**src/rtl/ddr_arb_pkg.sv**
```systemverilog
// Shared types and constants for the DDR port arbiter.
package ddr_arb_pkg;

    localparam int DEF_DDR_DATA_WIDTH = 128;
    localparam int DEF_ADDR_WIDTH     = 24;
    localparam int DEF_MAX_WR_BURST   = 8;
    localparam int DEF_RD_TIMEOUT     = 255;

    localparam logic [2:0] CMD_WRITE = 3'b000;
    localparam logic [2:0] CMD_READ  = 3'b001;

    typedef enum logic [1:0] {
        IDLE     = 2'd0,
        ISSUE_WR = 2'd1,
        ISSUE_RD = 2'd2,
        WAIT_RD  = 2'd3
    } arb_state_t;

endpackage

```
**src/rtl/ddr_port_arbiter.sv**
```systemverilog
// Two-port (writer/reader) arbiter in front of a DDR user command interface,
// with write-burst fairness and a sticky read-timeout flag.
//
// state    | meaning
// IDLE     | no command in flight; arbitrate and latch the winner's addr/data
// ISSUE_WR | write command + write data presented until both DDR readies
// ISSUE_RD | read command presented until ddr_cmd_rdy
// WAIT_RD  | one read outstanding; wait for read data or timeout
module ddr_port_arbiter
    import ddr_arb_pkg::*;
#(
    parameter int DDR_DATA_WIDTH = DEF_DDR_DATA_WIDTH,
    parameter int ADDR_WIDTH     = DEF_ADDR_WIDTH,
    parameter int MAX_WR_BURST   = DEF_MAX_WR_BURST,
    parameter int RD_TIMEOUT     = DEF_RD_TIMEOUT
) (
    input  logic                      clk,
    input  logic                      reset,
    input  logic                      wr_req,
    input  logic [ADDR_WIDTH-1:0]     wr_addr,
    input  logic [DDR_DATA_WIDTH-1:0] wr_data,
    output logic                      wr_ack,
    input  logic                      rd_req,
    input  logic [ADDR_WIDTH-1:0]     rd_addr,
    output logic                      rd_ack,
    output logic                      rd_data_valid,
    input  logic                      ddr_cmd_rdy,
    output logic                      ddr_cmd_en,
    output logic [2:0]                ddr_cmd,
    output logic [ADDR_WIDTH-1:0]     ddr_addr,
    input  logic                      ddr_wdf_rdy,
    output logic                      ddr_wdf_wren,
    output logic [DDR_DATA_WIDTH-1:0] ddr_wdf_data,
    input  logic                      ddr_rd_data_valid,
    output logic                      timeout_err
);

    localparam int BW = $clog2(MAX_WR_BURST + 1);
    localparam int TW = $clog2(RD_TIMEOUT + 1);
    localparam logic [BW-1:0] BURST_MAX = BW'(MAX_WR_BURST);
    localparam logic [TW-1:0] TO_LAST   = TW'(RD_TIMEOUT - 1);

    arb_state_t                r_state;
    arb_state_t                w_next;
    logic [ADDR_WIDTH-1:0]     r_addr;
    logic [DDR_DATA_WIDTH-1:0] r_data;
    logic [BW-1:0]             r_wr_burst_cnt;
    logic [TW-1:0]             r_to_cnt;
    logic                      r_timeout_err;
    logic                      r_early_valid;
    logic                      w_rd_valid;
    logic                      w_to_hit;

    // A valid that arrived together with the read command acceptance is held
    // one cycle so it can be forwarded from WAIT_RD.
    assign w_rd_valid   = ddr_rd_data_valid | r_early_valid;
    assign w_to_hit     = (r_to_cnt == TO_LAST);
    assign ddr_addr     = r_addr;
    assign ddr_wdf_data = r_data;
    assign timeout_err  = r_timeout_err;

    always_ff @(posedge clk or posedge reset) begin
        if (reset) r_state <= IDLE;
        else       r_state <= w_next;
    end

    always_comb begin
        w_next = r_state;
        case (r_state)
            IDLE: begin
                if (wr_req && rd_req)
                    w_next = (r_wr_burst_cnt == BURST_MAX) ? ISSUE_RD : ISSUE_WR;
                else if (wr_req)
                    w_next = ISSUE_WR;
                else if (rd_req)
                    w_next = ISSUE_RD;
            end
            ISSUE_WR: if (ddr_cmd_rdy && ddr_wdf_rdy) w_next = IDLE;
            ISSUE_RD: if (ddr_cmd_rdy) w_next = WAIT_RD;
            WAIT_RD:  if (w_rd_valid || w_to_hit) w_next = IDLE;
            default:  w_next = IDLE;
        endcase
    end

    always_comb begin
        wr_ack        = 1'b0;
        rd_ack        = 1'b0;
        rd_data_valid = 1'b0;
        ddr_cmd_en    = 1'b0;
        ddr_cmd       = CMD_WRITE;
        ddr_wdf_wren  = 1'b0;
        case (r_state)
            ISSUE_WR: begin
                ddr_cmd_en   = 1'b1;
                ddr_wdf_wren = 1'b1;
                wr_ack       = ddr_cmd_rdy & ddr_wdf_rdy;
            end
            ISSUE_RD: begin
                ddr_cmd_en = 1'b1;
                ddr_cmd    = CMD_READ;
                rd_ack     = ddr_cmd_rdy;
            end
            WAIT_RD:  rd_data_valid = w_rd_valid;
            default:  ;
        endcase
    end

    always_ff @(posedge clk or posedge reset) begin
        if (reset) begin
            r_addr         <= '0;
            r_data         <= '0;
            r_wr_burst_cnt <= '0;
            r_to_cnt       <= '0;
            r_timeout_err  <= 1'b0;
            r_early_valid  <= 1'b0;
        end else begin
            if (r_state == IDLE) begin
                if (w_next == ISSUE_WR) begin
                    r_addr <= wr_addr;
                    r_data <= wr_data;
                end else if (w_next == ISSUE_RD) begin
                    r_addr <= rd_addr;
                end
            end

            if (rd_ack || (r_state == IDLE && !wr_req))
                r_wr_burst_cnt <= '0;
            else if (wr_ack && r_wr_burst_cnt != BURST_MAX)
                r_wr_burst_cnt <= r_wr_burst_cnt + 1'b1;

            if (rd_ack)
                r_to_cnt <= '0;
            else if (r_state == WAIT_RD)
                r_to_cnt <= r_to_cnt + 1'b1;

            if (r_state == WAIT_RD && !w_rd_valid && w_to_hit)
                r_timeout_err <= 1'b1;

            if (r_state == ISSUE_RD && ddr_cmd_rdy && ddr_rd_data_valid)
                r_early_valid <= 1'b1;
            else if (r_state == WAIT_RD)
                r_early_valid <= 1'b0;
        end
    end

endmodule

```
**config.mk**
```make
export PLATFORM = sky130hd
export DESIGN_NAME = ddr_port_arbiter
export DESIGN_NICKNAME = d
export VERILOG_FILES = /design/src/rtl/ddr_arb_pkg.sv /design/src/rtl/ddr_port_arbiter.sv
export SDC_FILE = /design/constraint.sdc
export NUM_CORES = 1
export LEC_CHECK = 0
export ABC_AREA = 0
export BUFFER_PORTS_ARGS = -buffer_cell sky130_fd_sc_hd__buf_2
export CAP_MARGIN = 10
export CORE_AREA = 2 2 132 134
export DETAILED_ROUTE_END_ITERATION = 16
export DIE_AREA = 0 0 134 136
export PLACE_DENSITY = 0.7
export RECOVER_POWER = 50
export SLEW_MARGIN = 15
export SYNTH_ARGS = -nofsm -noshare
export SYNTH_HDL_FRONTEND = slang
export SYNTH_SLANG_ARGS = --single-unit
```
**constraint.sdc**
```tcl
create_clock -name clk -period 11 [get_ports clk]
set_input_delay 1.65 -clock clk [delete_from_list [all_inputs] [get_ports clk]]
set_output_delay 1.65 -clock clk [all_outputs]
set_load 0.005 [all_outputs]
```
==> flow_metrics.env <==
export IMPL_cts_buffers=17
export IMPL_htree_levels=4
export IMPL_fillCellCount=1544
export IMPL_grt_total_usage=0.182
export IMPL_yosysSeqAreaShare=0.616
export IMPL_synth_most_common_cell="dfrtp_1"
export IMPL_syn_area_um2=6820
export IMPL_synth_commonest_cells="dfrtp_1, mux2_2, o21ai_0"
export IMPL_final_nets=1014
export IMPL_core_area_um2=16900
export IMPL_drtAntennaViolNets=0
export IMPL_grt_pass1_vias=4882
export IMPL_async_reset_ff_frac=1.00
export IMPL_cts_hold_buf=0
export IMPL_hold_class="reg2reg"
export IMPL_hpwl_mm=12.5
export IMPL_total_power_mw=2.74
export IMPL_finalNonFillerCells=1061
export IMPL_place_congestion=0.754
export IMPL_vias_per_cell=4.64
export IMPL_rows=48
export IMPL_worst_path_max_fanout=101
export IMPL_pre_cts_slack_ns=5.85
export IMPL_max_cap_viol_count=1
export IMPL_slew_violations=102
export IMPL_cts_tree="yes"
export IMPL_worst_slack_ns=6.12
export IMPL_relSlewSlack=-1.96
export IMPL_dieArea_um2=18200
export IMPL_drc=0
export IMPL_io_pins=344
export IMPL_drive_above_1_share=0.507
export IMPL_wire_per_inst_um=15.9
export IMPL_fin_area_um2=9120
export IMPL_worstPathRequired_ns=11.43
export IMPL_powerDensity_nw_per_um2=301
export IMPL_crit_type="in2async"
export IMPL_place_inst=1027
export IMPL_wl_mm=16.9
export IMPL_syn_to_final_growth_pct=33.6
export IMPL_synth_edf_count=0
export IMPL_ys_seq_elements=168
export IMPL_tns_ns=0
export IMPL_fmax_mhz=205
export IMPL_arrival_ns=5.31
export IMPL_portBuffers=341
export IMPL_worstSetupEndpointType="async pin"
export IMPL_violations="capacitance limit, slew limit"
export IMPL_tightest_slew_ns=4.42
export IMPL_vdd_ir_drop_max_mv=0.127
export IMPL_antenna_found_initial=2
export IMPL_grt_setup_unrepaired="false"
export IMPL_p_leak_nw=4.42
export IMPL_cts_resized=0
export IMPL_period_needed_ns=4.88
export IMPL_fp_dieW_um=134
export IMPL_status="finished with violations"
export IMPL_vias=4923
export IMPL_hold_viol=0
export IMPL_grt_overflow=0
export IMPL_start_util=0.404
export IMPL_grt_max_degree=102
export IMPL_postSynthCellCount=483
export IMPL_synth_ff_type="dfrtp_1"
export IMPL_clk_latency_ns=0.42
export IMPL_synth_cell_types=36
export IMPL_first_pass_iters=4
export IMPL_grt_pass1_wl_mm=25.5
export IMPL_synth_warnings=0
export IMPL_setup_viol=0
export IMPL_clock_sinks=168
export IMPL_dpl_cell_area_um2=8690
export IMPL_synth_top_cell_area_share=0.616
export IMPL_start_kind="input port"
export IMPL_root_buffer="clkbuf_16"
export IMPL_cts_buffer_depth=2
export IMPL_die_y_um=136
export IMPL_fin_skew_ns=0.0149
export IMPL_synth_top_cell_by_area="dfrtp_1"
export IMPL_synthTopCellsByArea="dfrtp_1, mux2_2, mux2i_1"
export IMPL_fin_crit_sh=0.444
export IMPL_path_clk_slew_ns=0.06
export IMPL_drtIter0Drc=200
export IMPL_post_cts_buffers=0
export IMPL_avgSynthCellArea_um2=14.1
==> final cells by class <==
class,count,area (um2),area share
Antenna cell,2,5.00,0.000549
Clock buffer,19,433,0.0475
Clock inverter,13,96.3,0.0106
Inverter,14,53.8,0.00590
Multi-Input combinational cell,277,2430,0.266
Sequential cell,168,4200,0.461
Tap cell,225,282,0.0309
Timing Repair Buffer,343,1620,0.177
==> layer usage <==
layer / part of all wire / global-route usage
met5: 0 / 0
met4: 0.016 / 0.0662
met3: 0.074 / 0.0563
met2: 0.52 / 0.316
met1: 0.39 / 0.213
==> worst max-delay path, stage by stage <==
cell,delay (ns)
buf_2,0.10
clkinvlp_2,2.47
buf_4,0.99
==> worst paths after layout <==
| kind | depth (start not counted) | start | slack [ns] | endpoint |
|---|---|---|---|---|
| worst max-delay path | 3 | reset | 6.12 | ddr_wdf_data[80]$_DFFE_PP0P_ |
| worst min-delay path | 2 | ddr_addr[6]$_DFFE_PP0P_ | 0.47 | ddr_addr[6]$_DFFE_PP0P_ |
| worst max register to register | 7 | r_state[0]$_DFF_PP0_ | 6.96 | ddr_wdf_data[30]$_DFFE_PP0P_ |
| worst min register to register | 2 | ddr_addr[6]$_DFFE_PP0P_ | 0.47 | ddr_addr[6]$_DFFE_PP0P_ |
| max in group clk | 8 | ddr_rd_data_valid | 6.30 | ddr_wdf_data[30]$_DFFE_PP0P_ |
| min in group asynchronous | 2 | reset | 2.59 | ddr_wdf_data[100]$_DFFE_PP0P_ |
==> metrics by stage <==
stage | hold WS [ns] | util
after CTS | 0.481 | 0.546
after detailed placement | 0.466 | 0.515
final | 0.472 | 0.540
after floorplan | 0.466 | -
after global placement | 0.456 | 0.515
after global routing | 0.500 | 0.540
==> registers in the layout, summed over array words and instances (netlist names) <==
name and flops:
timeout_err 1, r_state 2, ddr_addr 24, r_wr_burst_cnt 4, ddr_wdf_data 128, r_early_valid 1
r_to_cnt 8
==> cell usage in the layout (no fill, tap or decap), drive strengths merged, types with 5 or more instances in the layout <==
cell type	instances
a21oi	9
ha	10
dfrtp	168
nor2	7
nand3	7
nand2	30
mux2	128
inv	17
buf	258
clkbuf	104
mux2i	25
o21ai	32
clkinv	5
clkinvlp	5
==> report_power, final <==
| group | total (mW) | internal (mW) | switching [mW] |
|---|---|---|---|
| Clock | 0.541 | 0.291 | 0.250 |
| Sequential | 1.08 | 0.929 | 0.151 |
| Combinational | 1.12 | 0.591 | 0.531 |
==> cell families (layout without fill, tap and decap cells) <==
kind of cell	after synthesis	count (layout)	synth area share
flip-flops	168	168	0.616
multiplexers	153	153	0.248
AND/OR/NAND/NOR	58	58	0.0402
AO/OA/AOI/OAI	50	50	0.0413
buffers and inverters	39	389	0.0306
adder cells (fa/ha/maj)	10	10	0.0183
XOR/XNOR	4	4	0.00513
other	1	4	0.000550
No activity file was read; power rests on OpenSTA's default activity.
